==> config.mk <==
export PLATFORM = sky130hd
export DESIGN_NAME = mdu_iterative_flat
export DESIGN_NICKNAME = d
export VERILOG_FILES = /design/src/rtl/mips_pkg.sv /design/src/rtl/mdu_iterative_if.sv /design/src/rtl/mdu_sign_fix.sv /design/src/rtl/mdu_iterative.sv /design/src/flat_wrapper.sv
export SDC_FILE = /design/constraint.sdc
export NUM_CORES = 1
export LEC_CHECK = 0
export CAP_MARGIN = 40
export CORE_MARGIN = 5
export CORE_UTILIZATION = 64
export DETAILED_ROUTE_END_ITERATION = 7
export PLACE_DENSITY = 0.95
export REMOVE_ABC_BUFFERS = 1
export SLEW_MARGIN = 20
export SYNTH_ARGS = -nofsm -noshare
export SYNTH_HDL_FRONTEND = slang
export SYNTH_SLANG_ARGS = --single-unit
==> constraint.sdc <==
create_clock -name clk -period 6.4 [get_ports clk]
set_input_delay 1.28 -clock clk [delete_from_list [all_inputs] [get_ports clk]]
set_output_delay 1.28 -clock clk [all_outputs]
set_load 0.01 [all_outputs]
==> src/rtl/mips_pkg.sv <==
// Shared MIPS core definitions used by the multiply/divide unit.
package mips_pkg;

  localparam int MDU_WIDTH = 32;

  typedef enum logic [1:0] {
    MDU_MULT  = 2'b00,
    MDU_MULTU = 2'b01,
    MDU_DIV   = 2'b10,
    MDU_DIVU  = 2'b11
  } mdu_op_e;

  typedef enum logic [1:0] {
    IDLE = 2'b00,
    CALC = 2'b01,
    FIX  = 2'b10
  } mdu_state_e;

endpackage

==> src/rtl/mdu_iterative_if.sv <==
// Request/result bundle between the control unit and the multiply/divide unit.
interface mdu_iterative_if #(
  parameter int WIDTH = 32
);
  logic             start;
  logic [1:0]       op;
  logic [WIDTH-1:0] rs_data;
  logic [WIDTH-1:0] rt_data;
  logic             mthi;
  logic             mtlo;
  logic             busy;
  logic             done;
  logic [WIDTH-1:0] hi;
  logic [WIDTH-1:0] lo;

  modport master (
    output start, op, rs_data, rt_data, mthi, mtlo,
    input  busy, done, hi, lo
  );

  modport slave (
    input  start, op, rs_data, rt_data, mthi, mtlo,
    output busy, done, hi, lo
  );
endinterface

==> src/rtl/mdu_sign_fix.sv <==
// Conditional two's-complement negate: magnitude on entry, sign restore on exit.
module mdu_sign_fix #(
  parameter int N = 32
) (
  input  logic [N-1:0] i_val,
  input  logic         i_neg,
  output logic [N-1:0] o_val
);

  assign o_val = i_neg ? -i_val : i_val;

endmodule

==> src/rtl/mdu_iterative.sv <==
// Iterative MULT/MULTU/DIV/DIVU unit with HI/LO registers (32 steps + sign fix).
// Optional macro MDU_FAST_MUL_EN: single-cycle multiplies via an inferred multiplier.
//
// state | meaning
// IDLE  | waiting for start; mthi/mtlo accepted here
// CALC  | one shift-add or restoring-divide step per cycle
// FIX   | sign correction and HI/LO write
module mdu_iterative
  import mips_pkg::*;
#(
  parameter int WIDTH = MDU_WIDTH,
  parameter int CNT_W = 6
) (
  input logic          clk,
  input logic          rst,
  mdu_iterative_if.slave mdu
);

  mdu_state_e r_state;
  mdu_state_e w_state_nxt;

  logic [CNT_W-1:0] r_cnt;
  logic [2*WIDTH:0] r_acc;
  logic [WIDTH-1:0] r_opnd_b;
  logic             r_is_div;
  logic             r_neg_q;
  logic             r_neg_r;
  logic             r_div_zero;
  logic [WIDTH-1:0] r_hi;
  logic [WIDTH-1:0] r_lo;
  logic             r_done;

  mdu_op_e          w_op;
  logic             w_signed;
  logic             w_op_div;
  logic             w_neg_a;
  logic             w_neg_b;
  logic [WIDTH-1:0] w_mag_a;
  logic [WIDTH-1:0] w_mag_b;
  logic             w_fast_mul;
  logic             w_start_iter;

  assign w_op     = mdu_op_e'(mdu.op);
  assign w_signed = (w_op == MDU_MULT) || (w_op == MDU_DIV);
  assign w_op_div = (w_op == MDU_DIV) || (w_op == MDU_DIVU);
  assign w_neg_a  = w_signed & mdu.rs_data[WIDTH-1];
  assign w_neg_b  = w_signed & mdu.rt_data[WIDTH-1];

  mdu_sign_fix #(.N(WIDTH)) u_abs_a (.i_val(mdu.rs_data), .i_neg(w_neg_a), .o_val(w_mag_a));
  mdu_sign_fix #(.N(WIDTH)) u_abs_b (.i_val(mdu.rt_data), .i_neg(w_neg_b), .o_val(w_mag_b));

`ifdef MDU_FAST_MUL_EN
  logic [2*WIDTH-1:0] w_ext_a;
  logic [2*WIDTH-1:0] w_ext_b;
  logic [2*WIDTH-1:0] w_fast_prod;

  // Sign-extending to 2*WIDTH lets one multiplier serve both MULT and MULTU.
  assign w_ext_a     = {{WIDTH{w_neg_a}}, mdu.rs_data};
  assign w_ext_b     = {{WIDTH{w_neg_b}}, mdu.rt_data};
  assign w_fast_prod = w_ext_a * w_ext_b;
  assign w_fast_mul  = mdu.start && (r_state == IDLE) && !w_op_div;
`else
  assign w_fast_mul  = 1'b0;
`endif

  assign w_start_iter = mdu.start && (r_state == IDLE) && !w_fast_mul;

  // Multiply step: conditional add into the upper half, then shift right.
  logic [WIDTH:0]   w_mul_sum;
  logic [2*WIDTH:0] w_mul_nxt;
  assign w_mul_sum = r_acc[2*WIDTH:WIDTH] + (r_acc[0] ? {1'b0, r_opnd_b} : '0);
  assign w_mul_nxt = {1'b0, w_mul_sum, r_acc[WIDTH-1:1]};

  // Restoring divide step: upper half is the remainder, lower half shifts the
  // dividend out while quotient bits shift in.
  logic [2*WIDTH:0] w_div_shl;
  logic [WIDTH:0]   w_rem_trial;
  logic [WIDTH:0]   w_rem_sub;
  logic             w_div_ge;
  logic [2*WIDTH:0] w_div_nxt;
  assign w_div_shl   = {r_acc[2*WIDTH-1:0], 1'b0};
  assign w_rem_trial = w_div_shl[2*WIDTH:WIDTH];
  assign w_div_ge    = w_rem_trial >= {1'b0, r_opnd_b};
  assign w_rem_sub   = w_rem_trial - {1'b0, r_opnd_b};
  assign w_div_nxt   = w_div_ge ? {w_rem_sub, w_div_shl[WIDTH-1:1], 1'b1} : w_div_shl;

  logic [2*WIDTH-1:0] w_prod_fix;
  logic [WIDTH-1:0]   w_quo_fix;
  logic [WIDTH-1:0]   w_rem_fix;

  mdu_sign_fix #(.N(2*WIDTH)) u_fix_prod (
    .i_val(r_acc[2*WIDTH-1:0]), .i_neg(r_neg_q), .o_val(w_prod_fix)
  );
  mdu_sign_fix #(.N(WIDTH)) u_fix_quo (
    .i_val(r_acc[WIDTH-1:0]), .i_neg(r_neg_q), .o_val(w_quo_fix)
  );
  mdu_sign_fix #(.N(WIDTH)) u_fix_rem (
    .i_val(r_acc[2*WIDTH-1:WIDTH]), .i_neg(r_neg_r), .o_val(w_rem_fix)
  );

  always_ff @(posedge clk) begin
    if (rst) r_state <= IDLE;
    else     r_state <= w_state_nxt;
  end

  always_comb begin
    w_state_nxt = r_state;
    case (r_state)
      IDLE:    if (w_start_iter) w_state_nxt = CALC;
      CALC:    if (r_cnt == CNT_W'(WIDTH-1)) w_state_nxt = FIX;
      FIX:     w_state_nxt = IDLE;
      default: w_state_nxt = IDLE;
    endcase
  end

  always_comb begin
    mdu.busy = (r_state != IDLE);
    mdu.done = r_done;
    mdu.hi   = r_hi;
    mdu.lo   = r_lo;
  end

  always_ff @(posedge clk) begin
    if (rst) begin
      r_cnt      <= '0;
      r_acc      <= '0;
      r_opnd_b   <= '0;
      r_is_div   <= 1'b0;
      r_neg_q    <= 1'b0;
      r_neg_r    <= 1'b0;
      r_div_zero <= 1'b0;
      r_hi       <= '0;
      r_lo       <= '0;
      r_done     <= 1'b0;
    end else begin
      r_done <= 1'b0;
      case (r_state)
        IDLE: begin
          if (w_start_iter) begin
            r_cnt      <= '0;
            r_acc      <= {{(WIDTH+1){1'b0}}, w_mag_a};
            r_opnd_b   <= w_mag_b;
            r_is_div   <= w_op_div;
            r_neg_q    <= w_neg_a ^ w_neg_b;
            r_neg_r    <= w_neg_a;
            r_div_zero <= (mdu.rt_data == '0);
`ifdef MDU_FAST_MUL_EN
          end else if (w_fast_mul) begin
            r_hi   <= w_fast_prod[2*WIDTH-1:WIDTH];
            r_lo   <= w_fast_prod[WIDTH-1:0];
            r_done <= 1'b1;
`endif
          end else begin
            if (mdu.mthi) r_hi <= mdu.rs_data;
            if (mdu.mtlo) r_lo <= mdu.rs_data;
          end
        end
        CALC: begin
          r_acc <= r_is_div ? w_div_nxt : w_mul_nxt;
          r_cnt <= r_cnt + CNT_W'(1);
        end
        FIX: begin
          // Divide by zero leaves the remainder equal to the dividend, so only
          // the quotient needs forcing to all ones.
          if (r_is_div) begin
            r_lo <= r_div_zero ? '1 : w_quo_fix;
            r_hi <= w_rem_fix;
          end else begin
            r_hi <= w_prod_fix[2*WIDTH-1:WIDTH];
            r_lo <= w_prod_fix[WIDTH-1:0];
          end
          r_done <= 1'b1;
        end
        default: ;
      endcase
    end
  end

endmodule
==> src/flat_wrapper.sv <==
// flat-port wrapper written by rule: the top's interface ports become plain ports
module mdu_iterative_flat import mips_pkg::*;
#(
  parameter int WIDTH = MDU_WIDTH,
  parameter int CNT_W = 6
)
  (clk, rst, mdu_start, mdu_op, mdu_rs_data, mdu_rt_data, mdu_mthi, mdu_mtlo, mdu_busy, mdu_done, mdu_hi, mdu_lo);
  mdu_iterative_if #(.WIDTH(WIDTH)) mdu_i ();
  input logic clk;
  input logic rst;
  input wire logic [$bits(mdu_i.start)-1:0] mdu_start;
  input wire logic [$bits(mdu_i.op)-1:0] mdu_op;
  input wire logic [$bits(mdu_i.rs_data)-1:0] mdu_rs_data;
  input wire logic [$bits(mdu_i.rt_data)-1:0] mdu_rt_data;
  input wire logic [$bits(mdu_i.mthi)-1:0] mdu_mthi;
  input wire logic [$bits(mdu_i.mtlo)-1:0] mdu_mtlo;
  output wire logic [$bits(mdu_i.busy)-1:0] mdu_busy;
  output wire logic [$bits(mdu_i.done)-1:0] mdu_done;
  output wire logic [$bits(mdu_i.hi)-1:0] mdu_hi;
  output wire logic [$bits(mdu_i.lo)-1:0] mdu_lo;
  assign mdu_i.start = mdu_start;
  assign mdu_i.op = mdu_op;
  assign mdu_i.rs_data = mdu_rs_data;
  assign mdu_i.rt_data = mdu_rt_data;
  assign mdu_i.mthi = mdu_mthi;
  assign mdu_i.mtlo = mdu_mtlo;
  assign mdu_busy = mdu_i.busy;
  assign mdu_done = mdu_i.done;
  assign mdu_hi = mdu_i.hi;
  assign mdu_lo = mdu_i.lo;
  mdu_iterative #(.WIDTH(WIDTH), .CNT_W(CNT_W)) u_core (.clk(clk), .rst(rst), .mdu(mdu_i));
endmodule
==> results.ini <==
[floorplanning]
coreArea_um2=21800
start_util_pct=64.9
die_h_um=159
die_w_um=159
die_area_um2=25200
io_pins=137
rows=54

[critical_path]
crit-reg2reg-launch=u_core.r_acc[38]
reg2reg_setup_slack_ns=2.13
slowest_delay_ns=0.50
worstPathRequired_ns=6.73
crit_fanout=14
cp.arrival_ns=4.60
crit_end=u_core.r_acc[41]
path_cells=ha_1 > nand4_1 > or2_2 > a311oi_2 > o21bai_1 > a211oi_1 > o21ai_1 > buf_4 > o21ai_2 > buf_4 > mux2_2 > a221o_1
startpoint=u_core.r_acc[38]
worstSetupPathType=reg2reg
worstSetupPathDepth=12
path_common_cell=buf_4
worst-path-buf-inv=2
cp_slowest_cell=a211oi_1
rr_worst_depth=12
rr_endpoint=u_core.r_acc[41]
start_kind=register
crit_family=compound AO/OA/AOI/OAI gates
end_kind=register

[power_and_ir_drop]
p_leak_nw=6.14
comb_power_share_pct=29.0
vdd.ir_drop.worst_mv=0.180
total_power_mw=3.22
seq_power_share_pct=38.5
power_frac_clock_pct=32.6
swShare_pct=36.5
internal-power_mw=2.04
p_per_area_nw_per_um2=199
p_sw_mw=1.18

[cells_and_area]
fillers=1656
post-route-util_pct=74.2
fin_nets=2091
layout_common_cells=215 x nor2_1, 178 x a21oi_1, 173 x dfxtp_1
final_common_cell=nor2_1
syn2layout_area_growth_pct=14.3
antenna_cells=0
drive_gt1_share_pct=4.74

[route]
drt_iter0_markers=1623
num_vias=15256
firstDrtPassIters=8
drc=0
wl_per_cell_um=20.8
wl_um=46600
final_antenna_net_count=0
vias_per_cell=6.80

[synthesis]
syn_avg_cell_area_um2=7.48
yosysTopAreaCellShare_pct=24.6
synth_area_leader_cell=dfxtp_1
ys_async_sr_fraction_pct=0
synth_area_um2=14200
ys_ff_latch=174
synth_cells=1894
synth_warnings=0
synth-seq-area-share_pct=24.6
ys.flop_type=dfxtp_1
synth-edff-count=0
synth.area.top_cells=dfxtp_1 25%, a21oi_1 6.3%, ha_1 6.1%, a211oi_1 5.8%, nor2_1 5.8%
synth_cell_type_count=75

[grt]
grt_max_degree=78
grt_overflow=0
antenna_found_initial=0
grt.total_usage_pct=35.0
grt_pass1_wl_um=74200
grt_pass1_vias=14594

[clocking]
clk_pin_slew_worst_paths_ns=0.07
cts_sinks=174
root_buffer=clkbuf_16
cts_buffer_depth=2
h-tree-depth=4
post_cts_buffers=0
cts-buffers-inserted=17
clock_latency_ns=0.45
cts_tree=yes
cts_hold_buf=0
post_cts_resized=0

[timing]
drv_slew=0
setup_viol=0
min_period_over_period_pct=66.7
period_minus_slack_ns=4.27
slew-limit-headroom_pct=40.3
rsz0062_at_grt=false
fmax_mhz=234
fin_skew_ns=0.0134
tightest_slew_ns=0.895
finalHoldViolations=0
fin_ws_ns=2.13
setup_tns_ns=0

[place]
dp_slack_ns=1.84
hpwlAfterDp_um=34100
numPortBuffers=136
place.gp.congestion=0.975

[run]
maxCapViolations=0

[worst_hold_path]
min_path_type=reg2reg

[outcome]
status=complete, no violations

-- cells in the mapped netlist (all sizes together) (5+ instances only) --
| cell | count |
|---|---|
| nor2b | 16 |
| nand4 | 13 |
| a22oi | 11 |
| a21oi | 178 |
| and3 | 12 |
| a211o | 5 |
| or3 | 27 |
| dfxtp | 174 |
| o221ai | 20 |
| o22ai | 6 |
| nor3 | 29 |
| or2 | 10 |
| xnor2 | 79 |
| mux2i | 47 |
| a211oi | 109 |
| a32o | 5 |
| nand3b | 7 |
| xor2 | 82 |
| mux2 | 5 |
| nor2 | 219 |
| a311oi | 8 |
| o311ai | 8 |
| a22o | 7 |
| ha | 69 |
| a31oi | 9 |
| a2111oi | 11 |
| nand2 | 160 |
| a21o | 27 |
| buf | 18 |
| nand3 | 28 |
| o21a | 12 |
| and2 | 6 |
| o21ai | 111 |
| clkbuf | 108 |
| or4 | 21 |
| nor4 | 15 |
| nand2b | 22 |
| inv | 75 |
| o41ai | 13 |
| o211ai | 39 |
| o21bai | 10 |
| o31ai | 23 |
-- worst min-delay path by stage --
| stage | slack (ns) | depth (start not counted) | end | startpoint |
|---|---|---|---|---|
| 3_5_place_dp | 0.45 | 2 | u_core.mdu.lo[4] | u_core.mdu.lo[4] |
| 4_1_cts | 0.46 | 2 | u_core.mdu.lo[17] | u_core.mdu.lo[17] |
| 6_report | 0.45 | 2 | u_core.r_opnd_b[15] | u_core.r_opnd_b[15] |
| 2_1_floorplan | 0.43 | 2 | u_core.r_opnd_b[15] | u_core.r_opnd_b[15] |
| 5_1_grt | 0.48 | 2 | u_core.mdu.hi[23] | u_core.mdu.hi[23] |
| 3_3_place_gp | 0.44 | 2 | u_core.mdu.lo[6] | u_core.mdu.lo[6] |
-- registers in the layout (all words and copies together), names as in the netlist --
name	flops
u_core.r_div_zero	1
u_core.r_is_div	1
u_core.mdu.done	1
u_core.r_neg_q	1
u_core.r_opnd_b	32
u_core.r_cnt	6
u_core.r_state	2
u_core.r_neg_r	1
u_core.mdu.lo	32
u_core.r_acc	65
u_core.mdu.hi	32
-- metrics by stage --
stage,hold slack [ns],cells,instance area (um^2)
finish,0.453,2242,16200
global route,0.475,2242,16200
CTS,0.456,2239,16100
detailed placement,0.446,2207,15600
global placement,0.439,2205,15500
floorplan,0.426,1768,13600
-- cell families (layout without fill, tap and decap cells) --
family                     after synthesis  after routing  synth area share [%]
AOI/OAI and AO/OA                      641            641                  30.1
xor gates and xnor gates               161            161                  9.96
adders and majority gates               71             71                  6.38
buffers and inverters                  201            269                  5.60
DFF                                    174            174                  24.6
muxes                                   52             52                  3.72
and+or+nand+nor                        594            594                  19.7
-- power by group through the flow --
| stage | Sequential, mW | Combinational (mW) | Clock [mW] |
|---|---|---|---|
| after floorplan | 1.25 | 0.584 | 0 |
| after global placement | 1.25 | 0.874 | 0 |
| after detailed placement | 1.26 | 0.900 | 0 |
| after CTS | 1.23 | 0.909 | 1.04 |
| after global routing | 1.25 | 1.01 | 1.09 |
| final | 1.24 | 0.932 | 1.05 |
-- metal layers --
metal,share of wire [%],global-route usage (%),vias up
li1,-,-,7060
met1,38,43.1,6963
met2,45,57.4,1019
met3,12,7.75,214
met4,4.9,17.8,0
met5,0,0,-
-- worst min-delay path, cell delays in order, from the launching register on --
cell     delay (ns)
dfxtp_1        0.31
nand2_1        0.05
a21oi_1        0.05
-- area by class of cell --
class	count	area, um^2	share of cell area, %
clock buffer	18	429	2.65
clock inverter	14	146	0.905
inverter	75	282	1.74
multi-input combinational	1519	9910	61.3
sequential	174	3480	21.5
tap	280	350	2.16
timing repair buffer	162	1580	9.75
Power figures use the tool's default switching activity.
